### src/rtl/clk_tick_gen.sv
// clk_tick_gen: multi-channel programmable clock divider.
// Each channel produces a 50 % duty square wave with a half-period of D+1
// clocks, plus a one-cycle tick on every rising edge of that wave. New
// divisors are staged in a shadow register and only reach the active
// divisor at a half-period boundary, so the output never glitches.
module clk_tick_gen #(
    parameter int unsigned NUM_CH    = 3,
    parameter int unsigned CNT_W     = 26,
    parameter int unsigned SEL_W     = 2,
    parameter int unsigned DIV_RESET = 10000
) (
    input  logic              clk,
    input  logic              rst,
    input  logic [NUM_CH-1:0] en,
    input  logic              sync,
    input  logic              div_wr,
    input  logic [SEL_W-1:0]  div_sel,
    input  logic [CNT_W-1:0]  div_data,
    output logic [NUM_CH-1:0] clk_out,
    output logic [NUM_CH-1:0] tick,
    output logic [NUM_CH-1:0] pend
);

    localparam logic [CNT_W-1:0] RST_DIV = CNT_W'(DIV_RESET);

    for (genvar gi = 0; gi < NUM_CH; gi++) begin : g_ch

        logic [CNT_W-1:0] r_cnt;
        logic [CNT_W-1:0] r_act;
        logic [CNT_W-1:0] r_shd;
        logic             r_pend;
        logic             r_clk;
        logic             r_tick;

        logic [CNT_W-1:0] w_cnt_nxt;
        logic [CNT_W-1:0] w_act_nxt;
        logic [CNT_W-1:0] w_shd_nxt;
        logic             w_pend_nxt;
        logic             w_clk_nxt;
        logic             w_tick_nxt;

        logic             w_wr;
        logic             w_tc;
        logic             w_dis_apply;
        logic             w_apply;

        // Write addressed to this channel; out-of-range selects never match.
        assign w_wr        = div_wr && (div_sel == SEL_W'(gi));
        // Terminal count: last cycle of the current half-period.
        assign w_tc        = en[gi] && (r_cnt == r_act);
        // A paused channel takes a pending divisor right away.
        assign w_dis_apply = !en[gi] && r_pend;
        // Any boundary where the shadow (or a concurrent write) lands in act.
        assign w_apply     = sync || w_tc || w_dis_apply;

        // Next-state logic for counter, divisors and outputs.
        always_comb begin
            w_cnt_nxt  = r_cnt;
            w_act_nxt  = r_act;
            w_shd_nxt  = r_shd;
            w_pend_nxt = r_pend;
            w_clk_nxt  = r_clk;
            w_tick_nxt = 1'b0;

            if (w_apply) begin
                if (w_wr) begin
                    w_act_nxt = div_data;
                    w_shd_nxt = div_data;
                end else if (r_pend) begin
                    w_act_nxt = r_shd;
                end
                w_pend_nxt = 1'b0;
            end else if (w_wr) begin
                w_shd_nxt  = div_data;
                w_pend_nxt = 1'b1;
            end

            if (sync) begin
                w_cnt_nxt = '0;
                w_clk_nxt = 1'b0;
            end else if (w_tc) begin
                w_cnt_nxt  = '0;
                w_clk_nxt  = !r_clk;
                w_tick_nxt = !r_clk;
            end else if (en[gi]) begin
                // cnt < act here, so the increment cannot wrap.
                w_cnt_nxt = r_cnt + CNT_W'(1);
            end else if (r_pend) begin
                w_cnt_nxt = '0;
            end
        end

        // Channel state registers with asynchronous reset.
        always_ff @(posedge clk or posedge rst) begin
            if (rst) begin
                r_cnt  <= '0;
                r_act  <= RST_DIV;
                r_shd  <= RST_DIV;
                r_pend <= 1'b0;
                r_clk  <= 1'b0;
                r_tick <= 1'b0;
            end else begin
                r_cnt  <= w_cnt_nxt;
                r_act  <= w_act_nxt;
                r_shd  <= w_shd_nxt;
                r_pend <= w_pend_nxt;
                r_clk  <= w_clk_nxt;
                r_tick <= w_tick_nxt;
            end
        end

        assign clk_out[gi] = r_clk;
        assign tick[gi]    = r_tick;
        assign pend[gi]    = r_pend;
    end

endmodule

### config.mk
export PLATFORM = sky130hd
export DESIGN_NAME = clk_tick_gen
export DESIGN_NICKNAME = d
export VERILOG_FILES = /design/src/rtl/clk_tick_gen.sv
export SDC_FILE = /design/constraint.sdc
export NUM_CORES = 1
export LEC_CHECK = 0
export ABC_CLOCK_PERIOD_IN_PS = 7800
export BUFFER_PORTS_ARGS = -buffer_cell sky130_fd_sc_hd__buf_2
export CORE_MARGIN = 2
export CORE_UTILIZATION = 27
export CTS_BUF_LIST = sky130_fd_sc_hd__clkbuf_4
export DETAILED_ROUTE_END_ITERATION = 8
export HOLD_SLACK_MARGIN = 0.05
export PLACE_DENSITY = 0.49
export SLEW_MARGIN = 15
export SYNTH_ARGS = -nofsm -noshare
export SYNTH_HDL_FRONTEND = slang
export SYNTH_SLANG_ARGS = --single-unit
### constraint.sdc
create_clock -name clk -period 7.8 [get_ports clk]
set_clock_uncertainty 0.1 [all_clocks]
set_input_delay 1.17 -clock clk [delete_from_list [all_inputs] [get_ports clk]]
set_output_delay 1.17 -clock clk [all_outputs]
set_load 0.02 [all_outputs]
# After elaboration in Yosys (flattened, before gate mapping)
# Index checks and enable logic that the tools add are counted.
classes:
  magnitude_cmp: 0
  n_shift: 0
  n_mul: 0
  n_bitwise: 0
  n_addsub: 3
  eq_ne: 5
  n_div: 0
  reduce_logical: 37
  n_mux: 36
ops:
  columns: ["operator", "count"]
  rows:
  - ["$mux W26", 18]
  - ["$add A26 B1 Y26 const B", 3]
  - ["$eq A26 B26 Y1", 3]
  - ["$mux W1", 18]
  - ["$reduce_bool A2 Y1", 9]
  - ["$reduce_bool A4 Y1", 3]
  - ["$logic_and A1 B1 Y1", 9]
  - ["$logic_not A1 Y1", 6]
  - ["$logic_or A1 B1 Y1", 6]
  - ["$reduce_and A2 Y1", 3]
  - ["$eq A2 B1 Y1 const B", 1]
  - ["$eq A2 B2 Y1 const B", 1]
  - ["$logic_not A2 Y1", 1]
word_totals:
  ram_bits: 0
  input_bits: 35
  n_memories: 0
  latch_bits: 0
  regBits: 243
  output_inout_bits: 9
  elab_cells: 99
  rom_bits: 0

# Depth between registers and ports, before layout
# Gate-level depths: netlist (run 1).
depth:
  word_depth: 5
  depth_mapped: 8
  depth_no_buf: 7

# Worst setup path after synthesis (run 1)
# No wires, ideal clock.
synth_path:
  path_type: "input -> register"
  startpoint: "input port en[2]"
  endpoint: "register g_ch[2].r_act[0]"
  arrival_ns: 2.783
  cell_stages: 6
  path_slack_ns: 4.790
  setup_time_ns: 0.127
  cell_sequence: "nand4_1 nor4_4 a311oi_2 a211oi_4 buf_6 mux2_1"
synth_between:
  elab_chain_len: 4
  elab_cells_between_ends: 6
synth_rtl:
  columns: ["item", "line", "rtl"]
  rows:
  - ["start, declared", "14", "input logic [NUM_CH-1:0] en,"]
  - ["$logic_and A1 B1 Y1 / $logic_not A1 Y1 (equally long branches)", "50, 52", null]
  - ["$logic_or A1 B1 Y1 / $logic_and A1 B1 Y1 (equally long branches)", "54, 52", null]
  - ["$logic_or A1 B1 Y1 (*)", "54", "assign w_apply = sync || w_tc || w_dis_apply;"]
  - ["$reduce_and A2 Y1 (no source line) (*)", null, null]
  - ["end signal, assigned", "104", "r_act <= w_act_nxt;"]
  - ["end, declared", "29", "logic [CNT_W-1:0] r_act;"]
# Every way passes the cells marked *; elsewhere a longest branch is shown, timed or not.
# A chain may end at the register's enable or synchronous reset.

# Final worst setup path (run 1)
layout_path:
  startpoint: "register g_ch[2].r_cnt[15]"
  endpoint: "register g_ch[2].r_act[24]"
layout_between:
  elab_chain_len: 5
layout_rtl:
  columns: ["item", "line", "rtl"]
  rows:
  - ["start, declared", "28", "logic [CNT_W-1:0] r_cnt;"]
  - ["start signal, assigned", "103", "r_cnt <= w_cnt_nxt;"]
  - ["$eq A26 B26 Y1", "50", "assign w_tc = en[gi] && (r_cnt == r_act);"]
  - ["$logic_and A1 B1 Y1", "50", null]
  - ["$logic_or A1 B1 Y1 (2 in series)", "54", null]
  - ["$reduce_and A2 Y1 (no source line)", null, null]
# No other way between the ends.

==> results of run 1 <==
==> registers in the layout (all words and copies together) (netlist names) <==
| name | cells |
|---|---|
| g_ch.r_act | 78 |
| g_ch.r_cnt | 78 |
| g_ch.r_shd | 78 |
| g_ch.r_clk | 3 |
| g_ch.r_pend | 3 |
| g_ch.r_tick | 3 |
==> final cells by class <==
cell class                 count  area share, %
antenna                        1         0.0193
clock buffer                 107           6.19
clock inverter                17           1.11
inverter                      11          0.347
multi-input combinational    640           37.5
sequential                   243           47.1
tap                          532           5.13
timing repair buffer          57           2.56
==> per-stage QoR <==
stage,total power [W],std cells
after floorplan,0.00214,937
after global placement,0.00231,1483
after detailed placement,0.00232,1483
after CTS,0.00362,1607
after global routing,0.00378,1608
final,0.00355,1608
==> synthesized netlist by cell type (all sizes together) (8+ instances only) <==
cell type and instances:
a21oi 12, o21ai 14, a22o 8, buf 20, xnor2 91, xor2 35
and3 14, nand2 55, dfrtp 213, clkbuf 23, nand4 46, nor4 10
nor3 18, dfstp 30, mux2 156, nor2 72, nand3 42, inv 11
==> worst max-delay path: stages (launching register included) <==
cell and delay, ps:
dfrtp_1 440, xnor2_1 350, nand4_1 220, nor4_4 380, a311oi_2 300, a211oi_4 270
buf_4 370, mux2_2 380
==> kinds of logic after synthesis <==
family | after synthesis | share of synthesized area [%]
adder cells (fa/ha/maj) | 3 | 0.334
XOR/XNOR | 126 | 9.88
flip-flops | 243 | 54.4
AO/OA/AOI/OAI | 61 | 3.93
AND/OR/NAND/NOR | 292 | 13.3
buffers and inverters | 54 | 2.35
multiplexers | 158 | 15.8
==> worst max-delay path by stage <==
stage | start | to | slack (ps)
6_report | g_ch[2].r_cnt[15]$_DFFE_PP0P_ | g_ch[2].r_act[24]$_DFFE_PP0P_ | 4820
5_1_grt | g_ch[2].r_cnt[21]$_DFFE_PP0P_ | g_ch[2].r_act[24]$_DFFE_PP0P_ | 4610
4_1_cts | g_ch[2].r_cnt[21]$_DFFE_PP0P_ | g_ch[2].r_act[24]$_DFFE_PP0P_ | 4820
3_5_place_dp | en[2] | g_ch[2].r_act[24]$_DFFE_PP0P_ | 4390
3_3_place_gp | en[2] | g_ch[2].r_act[20]$_DFFE_PP0P_ | 4480
2_1_floorplan | rst | g_ch[0].r_act[0]$_DFFE_PP0P_ | 3360
==> power groups by stage <==
stage | sequential [W] | combinational, W | clock, W
final | 0.00170 | 0.000587 | 0.00126
after global routing | 0.00174 | 0.000646 | 0.00139
after CTS | 0.00171 | 0.000598 | 0.00132
after detailed placement | 0.00173 | 0.000594 | 0
after global placement | 0.00172 | 0.000587 | 0
after floorplan | 0.00167 | 0.000470 | 0
==> metal layers <==
layer / part of all wire (%) / routed length, um
met1: 47 / 12900
met4: 1.9 / 517
met5: 0.026 / 7
met3: 4.4 / 1190
met2: 46 / 12600
==> run metrics, run 1 <==
outcome=finished clean; largest net degree at the start of global routing=146; max-cap viol count=0; Power Density=273 nW/um^2; number of routed nets with antenna violations=0; Slew @ Worst Pin=878 ps; WHS Path Cells=1; Reg2Reg Setup Slack=4820 ps; final core utilization=31.7%; internal power=0.00259 W; placed cell area=12000 um^2; grt total ovfl=0; post-CTS setup buffer count=0; dpl ws=4390 ps; die span in y=208 um; Yosys warnings=0; Die W=208 um; cells after synthesis=937; first-pass GRT wire length=43700 um; RSZ-0062 raised after global routing=false; area occupied by multi-input gates=4870 um^2; Avg Inst Size Synth=12.0 um^2; GRT met3 Usage=3.29%; clock latency on the worst-skew pair=690 ps; register area=6120 um^2; layout cell share with drive strength beyond 1=32.9%; Area growth, synth to finish=15.5%; final setup vio count=0; Comb power frac=16.5%; Max Slew Vio Count=0; Seq cells post-synth=243; WL final=27200 um; final hold viol count=0; maximum vdd drop=0.000135 V; Initial Utilization=27.4%; met2 Usage GRT=20.6%; Worst Path Arrival=3410 ps; commonest non-fill, non-tap cell in the layout=dfrtp_1; row count=74; vias per cell=4.60; crit share post-route=38.2%; synth top area cells=dfrtp_1 47%, mux2_2 14%, dfstp_2 7.0%; Yosys cell types=52; # fillers=4154; syn nets=975; Crit path required time=8230 ps; Final nets=1063; num ports=44; maximum clock insertion buffer count=3; M1 GR Usage=17.3%; Port Buffers=43; Die Area=43300 um^2; origin of the worst min-delay path=g_ch[2].r_clk$_DFFE_PP0P_; Worst Setup Slack, final=4820 ps; Reg2Reg Launch Point=g_ch[2].r_cnt[15]$_DFFE_PP0P_; HP Class=reg2reg; achievable clock frequency=336 MHz; Setup crit end kind=flop; Leak Pwr=5.34 nW; GRT Total Usage=13.0%; Sequential Power Share=48.0%; Top Usage Layer GRT=met2; GPL Wtd Cong=0.779; first-pass iteration count of the detailed router=6; Hold-fix buffers, CTS=0; hold endpoint=g_ch[2].r_tick$_DFF_PP0_; Root Buffer=clkbuf_4; post-synth top area cell=dfrtp_1; Synth top area share=47.4%; Core ar.=41000 um^2; CTS tree=done; CTS resizes=0; NetSw=0.000958 W; R2R Path End=g_ch[2].r_act[24]$_DFFE_PP0P_; Clk pwr share=35.5%; Crit Path Max Fanout=26; CTS buffer count=72; clock-pin slew on the worst setup and hold paths=60 ps; clock sinks=243; CP Launch Type=flop; Crit Path Category=reg2reg; Post-synth ARST share=100%; most frequent cells in the layout=213 x dfrtp_1, 136 x mux2_2, 107 x clkbuf_4; Remaining DRCs=0; Seq/Total Area, Yosys=54.4%; Top FF cell, synth=dfrtp_1; setup tns final=0 ps; Post-synth EDFFs=0; antenna violations before repair=4; initial DRC count=413; Sw Ratio=27.0%; cells on worst reg2reg path=7; vias in the first global route=7633; Design Area, Final=13000 um^2; deepest level of the CTS H-tree=3; Mapped Area=11200 um^2; Hold Worst Slack=375 ps; via count=7397; min cycle time layout=2980 ps; drt wl/cell=16.9 um; dpl hpwl=18900 um; relative slew slack=41.4%
(Power assumes the default switching activity.)
==> run 2, diff against run 1 <==
- ABC_CLOCK_PERIOD_IN_PS: 7800 -> 2580
- clock period: 7.8 -> 2.58 ns (I/O delays scaled with it)
==> run 2 against run 1 <==
First-iteration DRC count down 17%. Die area is the same. Fmax up 19%. Clock power grew to 3.2 times the previous value. Combinational power rose to 3.2 times the previous value. Cell count grew 5.0%. Count of clock-buffer cells in the layout down 1. Highest routed layer is now met4. Design area is 6.7% higher. Via count is 5.1% higher. Largest power group unchanged. Utilization is 2.1 points higher. Sequential power grew to 3.0 times the previous value.
==> run metrics, run 2 (synthesis results as in run 1) <==
CTS buffer count=72 (unchanged); relative slew slack=50.9% (+9.5 points); maximum clock insertion buffer count=3 (unchanged); grt total ovfl=0 (unchanged); crit share post-route=97.2% (+59 points); final std cells w/o fill=1688 (+5.0%); register area=6120 um^2 (unchanged); Initial Utilization=27.4% (unchanged); Design Area, Final=13900 um^2 (+6.7%); R2R Path End=g_ch[2].r_act[19]$_DFFE_PP0P_; vias per cell=4.61 (+0.13%); maximum vdd drop=0.000257 V (+91%); Reg2Reg Launch Point=g_ch[2].r_act[4]$_DFFE_PP1P_; antenna violations before repair=6 (+2); Crit Path Max Fanout=7 (-73%); clock-pin slew on the worst setup and hold paths=60 ps (about the same); CP Launch Type=flop; min cycle time layout=2510 ps (-469 ps); die span in y=208 um (unchanged); deepest level of the CTS H-tree=3 (unchanged); initial DRC count=343 (-17%); WL final=28400 um (+4.4%); Port Buffers=43 (unchanged); achievable clock frequency=399 MHz (+19%); commonest non-fill, non-tap cell in the layout=dfrtp_1; GRT Total Usage=13.6% (+0.57 points); placed cell area=12400 um^2 (+3.3%); Crit Path Category=reg2reg; Die Area=43300 um^2 (unchanged); area occupied by multi-input gates=4940 um^2 (+1.4%); max-cap viol count=0 (unchanged); outcome=finished clean; Regs by FF count=g_ch.r_act (78), g_ch.r_cnt (78), g_ch.r_shd (78); most frequent cells in the layout=213 x dfrtp_1, 136 x mux2_2, 106 x clkbuf_4; Worst Path Arrival=2970 ps (-440 ps); HP Class=in2async; number of routed nets with antenna violations=0 (unchanged); slowest stage cell on the critical path=dfstp_2; Slew @ Worst Pin=737 ps (-141 ps); CTS tree=done; clock latency on the worst-skew pair=700 ps (about the same); CP cell instances=xnor2_2 -> nand4_1 -> nor4_4 -> a311oi_4 -> a211oi_4 -> buf_6 -> clkbuf_16 -> mux2_2; Die W=208 um (unchanged); Power Density=797 nW/um^2 (+190%); worst setup path startpoint=g_ch[2].r_act[4]$_DFFE_PP1P_; Crit path required time=3040 ps (-5190 ps); # fillers=4172 (+0.43%); vias in the first global route=8180 (+7.2%); Root Buffer=clkbuf_4; cells on worst reg2reg path=8 (+1); Leak Pwr=5.80 nW (+8.5%); dpl hpwl=20100 um (+5.9%); final setup vio count=0 (unchanged); num ports=44 (unchanged); largest net degree at the start of global routing=82 (-44%); placed cells=1524 (+2.8%); RSZ-0062 raised after global routing=false; Setup crit end kind=flop; Final nets=1136 (+6.9%); Remaining DRCs=0 (unchanged); row count=74 (unchanged); Reg2Reg Setup Slack=70 ps (-4750 ps); final hold viol count=0 (unchanged); first-pass GRT wire length=45900 um (+5.0%); layout cell share with drive strength beyond 1=35.1% (+2.1 points); Max Slew Vio Count=0 (unchanged); crit-path max cell delay=570 ps (+130 ps); clock sinks=243 (unchanged); Core ar.=41000 um^2 (unchanged); drt wl/cell=16.9 um (-0.55%); final core utilization=33.8% (+2.1 points); GPL Wtd Cong=0.815 (+4.6%); via count=7775 (+5.1%); Area growth, synth to finish=23.2%; first-pass iteration count of the detailed router=4 (-2)
[run 2: cell types whose count changed in the layout (fill, tap and decap cells not counted), sizes merged]
cell / change
clkbuf: +1
dlygate4sd3: +28
bufinv: +1
buf: +43
inv: -2
clkinv: +9
[run 2: critical path, delay by kind of cell, from the launching register on]
family	cells	cell delay (ps)
AO/OA/AOI/OAI	2	350
XOR/XNOR	1	130
buffers and inverters	2	330
flip-flops	1	570
multiplexers	1	320
AND/OR/NAND/NOR	2	600
[run 2: how the worst max path moves through the flow]
stage          cells after the start                       endpoint
2_1_floorplan                      1   g_ch[0].r_act[0]$_DFFE_PP0P_
4_1_cts                            8   g_ch[2].r_act[2]$_DFFE_PP0P_
5_1_grt                            8   g_ch[2].r_act[1]$_DFFE_PP0P_
3_5_place_dp                       7  g_ch[2].r_act[24]$_DFFE_PP0P_
6_report                           8  g_ch[2].r_act[19]$_DFFE_PP0P_
3_3_place_gp                       8  g_ch[2].r_act[19]$_DFFE_PP0P_
[run 2: timing repair]
| item | in CTS | in global routing |
|---|---|---|
| resized for setup | 0 | 10 |
| endpoints found under the setup margin | 0 | 27 |
| hold buffers | 28 | 0 |
| endpoints found under the hold margin | 323 | 0 |
| buffers inserted | 0 | 1 |
[run 2: final cells by class]
type,count,share of cell area (%)
tap,532,4.80
clock inverter,25,1.45
timing repair buffer,130,7.80
inverter,11,0.325
antenna,1,0.0181
sequential,243,44.2
multi-input combinational,640,35.7
clock buffer,106,5.74
[run 2: layer usage]
metal  vias to the layer above  track usage, %  routed length [um]
li1                       3683               -                   -
met1                      3866            18.0               13300
met2                       168            21.6               13100
met3                        58            2.99                1250
met4                         0            5.71                 743
met5                         -               0                   0
[run 2: where the power goes]
part	total [W]	internal [W]	switching, W
sequential	0.00516	0.00466	0.000500
clock	0.00397	0.00228	0.00169
combinational	0.00190	0.00108	0.000821
total	0.0110	0.00803	0.00301
[run 2: stage by stage]
stage | TNS [ps] | hold slack [ps] | worst slack [ps] | total power (W)
after floorplan | -235710 | 347 | -1070 | 0.00646
after global placement | 0 | 284 | 128 | 0.00703
after detailed placement | 0 | 281 | 65.1 | 0.00708
after CTS | 0 | 58.3 | 54.3 | 0.0112
after global routing | 0 | 97.4 | 0.499 | 0.0117
final | 0 | 130 | 71.9 | 0.0110
==> run 3, diff against run 2 <==
- PLACE_DENSITY: 0.49 -> 0.45
==> run 3 against run 2 <==
Register-to-register slack hardly changed. Routed wire length is 5.4% higher. Cell count is 0.41% higher. Combinational power is 8% higher. Non-clock buffer count is 8 higher. Global-route usage increased by 0.56 points. First-iteration DRC count decreased by 3.8%. Critical path type unchanged.
==> run metrics, run 3 (synthesis results as in run 1) <==
outcome=finished clean; slowest stage cell on the critical path=dfrtp_1; WL final=30000 um (+5.4%); Slew @ Worst Pin=643 ps (-93.8 ps); antenna violations before repair=1 (-5); Leak Pwr=5.86 nW (+1.1%); register area=6120 um^2 (unchanged); initial DRC count=330 (-3.8%); final core utilization=34.0% (+0.22 points); CTS buffer count=71 (-1.4%); Area growth, synth to finish=24.0%; GPL Wtd Cong=0.795 (-2.4%); most frequent cells in the layout=213 x dfrtp_1, 131 x mux2_2, 115 x clkbuf_4; maximum vdd drop=0.000334 V (+30%); clock sinks=243 (unchanged); Setup crit end kind=flop; vias per cell=4.51 (-2.1%); Regs by FF count=g_ch.r_act (78), g_ch.r_cnt (78), g_ch.r_shd (78); CTS tree=done; Root Buffer=clkbuf_4; Final nets=1143 (+0.62%); grt total ovfl=0 (unchanged); relative slew slack=57.1% (+6.3 points); vias in the first global route=8188 (+0.098%); Max Slew Vio Count=0 (unchanged); crit share post-route=97.3% (+0.12 points); Remaining DRCs=0 (unchanged); placed cell area=12500 um^2 (+0.32%); Power Density=790 nW/um^2 (-0.85%); RSZ-0062 raised after global routing=true; final hold viol count=0 (unchanged); commonest non-fill, non-tap cell in the layout=dfrtp_1; crit-path max cell delay=450 ps (-120 ps); CP Launch Type=flop; GRT Total Usage=14.2% (+0.56 points); min cycle time layout=2510 ps (+3.10 ps); die span in y=208 um (unchanged); row count=74 (unchanged); Design Area, Final=13900 um^2 (+0.65%); largest net degree at the start of global routing=115 (+40%); num ports=44 (unchanged); clock-pin slew on the worst setup and hold paths=60 ps (about the same); first-pass GRT wire length=47200 um (+2.8%); maximum clock insertion buffer count=3 (unchanged); Core ar.=41000 um^2 (unchanged); CP bufs+invs=2 (unchanged); # fillers=4131 (-0.98%); placed cells=1527 (+0.20%); dpl hpwl=20700 um (+3.2%); Initial Utilization=27.4% (unchanged); Top delay family on crit path=simple AND/OR/NAND/NOR gates; Hold Worst Slack=184 ps (+53.9 ps); Crit Path Category=reg2reg; max-cap viol count=0 (unchanged); layout cell share with drive strength beyond 1=37.2% (+2.1 points); Port Buffers=43 (unchanged); clock latency on the worst-skew pair=690 ps (about the same); first-pass iteration count of the detailed router=4 (unchanged); final std cells w/o fill=1695 (+0.41%); Die Area=43300 um^2 (unchanged); number of routed nets with antenna violations=0 (unchanged); CP cell instances=xnor2_1 -> nand4_1 -> nor4_4 -> a311oi_4 -> a211oi_4 -> buf_6 -> clkbuf_16 -> mux2_2; drt wl/cell=17.7 um (+5.0%); final setup vio count=0 (unchanged); HP Class=in2reg; Die W=208 um (unchanged); area occupied by multi-input gates=4990 um^2 (+0.99%); via count=7645 (-1.7%); Worst Path Arrival=2980 ps (about the same); achievable clock frequency=398 MHz (-0.12%); deepest level of the CTS H-tree=3 (unchanged); Crit Path Max Fanout=6 (-1); Crit path required time=3050 ps (about the same)
[run 3: changes by cell type in the layout (fill, tap and decap cells not counted), moves of 3 or more]
cell       change
clkbuf_4       +9
mux2_1        -15
mux2_2         -5
mux2_4        +20
clkinv_1      -10
buf_4          +4
xnor2_1        +3
xnor2_2        -3
bufinv_16      -3
[run 3: layout make-up]
cell class | instances | share of cell area [%]
Timing Repair Buffer | 138 | 8.36
Antenna cell | 2 | 0.0359
Inverter | 11 | 0.323
Tap cell | 532 | 4.77
Sequential cell | 243 | 43.9
Multi-Input combinational cell | 640 | 35.8
Clock buffer | 115 | 6.19
Clock inverter | 14 | 0.628
[run 3: what timing repair did]
| item | CTS | global route |
|---|---|---|
| endpoints found under the hold margin | 353 | 0 |
| gates resized for setup | 0 | 28 |
| setup endpoints to repair | 0 | 26 |
| hold buffers | 30 | 0 |
| setup buffers | 0 | 4 |
[run 3: metrics by stage]
stage | worst slack [ps] | TNS (ps) | total power, W
floorplan | -1070 | -235710 | 0.00646
global placement | 126 | 0 | 0.00706
detailed placement | 78.1 | 0 | 0.00710
CTS | 37.5 | 0 | 0.0111
global route | -74.2 | -1160 | 0.0117
finish | 68.8 | 0 | 0.0110
[run 3: routing by layer]
| metal | share of wire (%) | vias to the layer above | GRT usage, % |
|---|---|---|---|
| met4 | 2.1 | 0 | 5.81 |
| met1 | 48 | 3782 | 18.7 |
| met5 | 0 | - | 0 |
| met3 | 4.2 | 48 | 3.05 |
| li1 | - | 3679 | - |
| met2 | 46 | 136 | 22.6 |
[run 3: final timing paths]
kind                            slack (ps)                             to                     startpoint  cells past startpoint
worst min register to register         370       g_ch[1].r_tick$_DFF_PP0_      g_ch[1].r_clk$_DFFE_PP0P_                      1
worst max register to register          70  g_ch[2].r_act[19]$_DFFE_PP0P_  g_ch[2].r_cnt[17]$_DFFE_PP0P_                      8
max in group asynchronous             1500  g_ch[0].r_shd[21]$_DFFE_PP0P_                            rst                      4
worst max-delay path                    70  g_ch[2].r_act[19]$_DFFE_PP0P_  g_ch[2].r_cnt[17]$_DFFE_PP0P_                      8
worst min-delay path                   180   g_ch[1].r_cnt[1]$_DFFE_PP0P_                          en[1]                      4
min in group asynchronous              320  g_ch[2].r_cnt[18]$_DFFE_PP0P_                            rst                      4
[run 3: worst reg2reg max path, stage by stage, from the launching register on]
cell       delay [ps]
dfrtp_1           450
xnor2_1           280
nand4_1           180
nor4_4            360
a311oi_4          150
a211oi_4          240
buf_6             160
clkbuf_16         150
mux2_2            320
[run 3: power by group]
group          internal (W)  switching, W
Clock               0.00211       0.00170
Sequential          0.00466      0.000478
Combinational       0.00119      0.000869
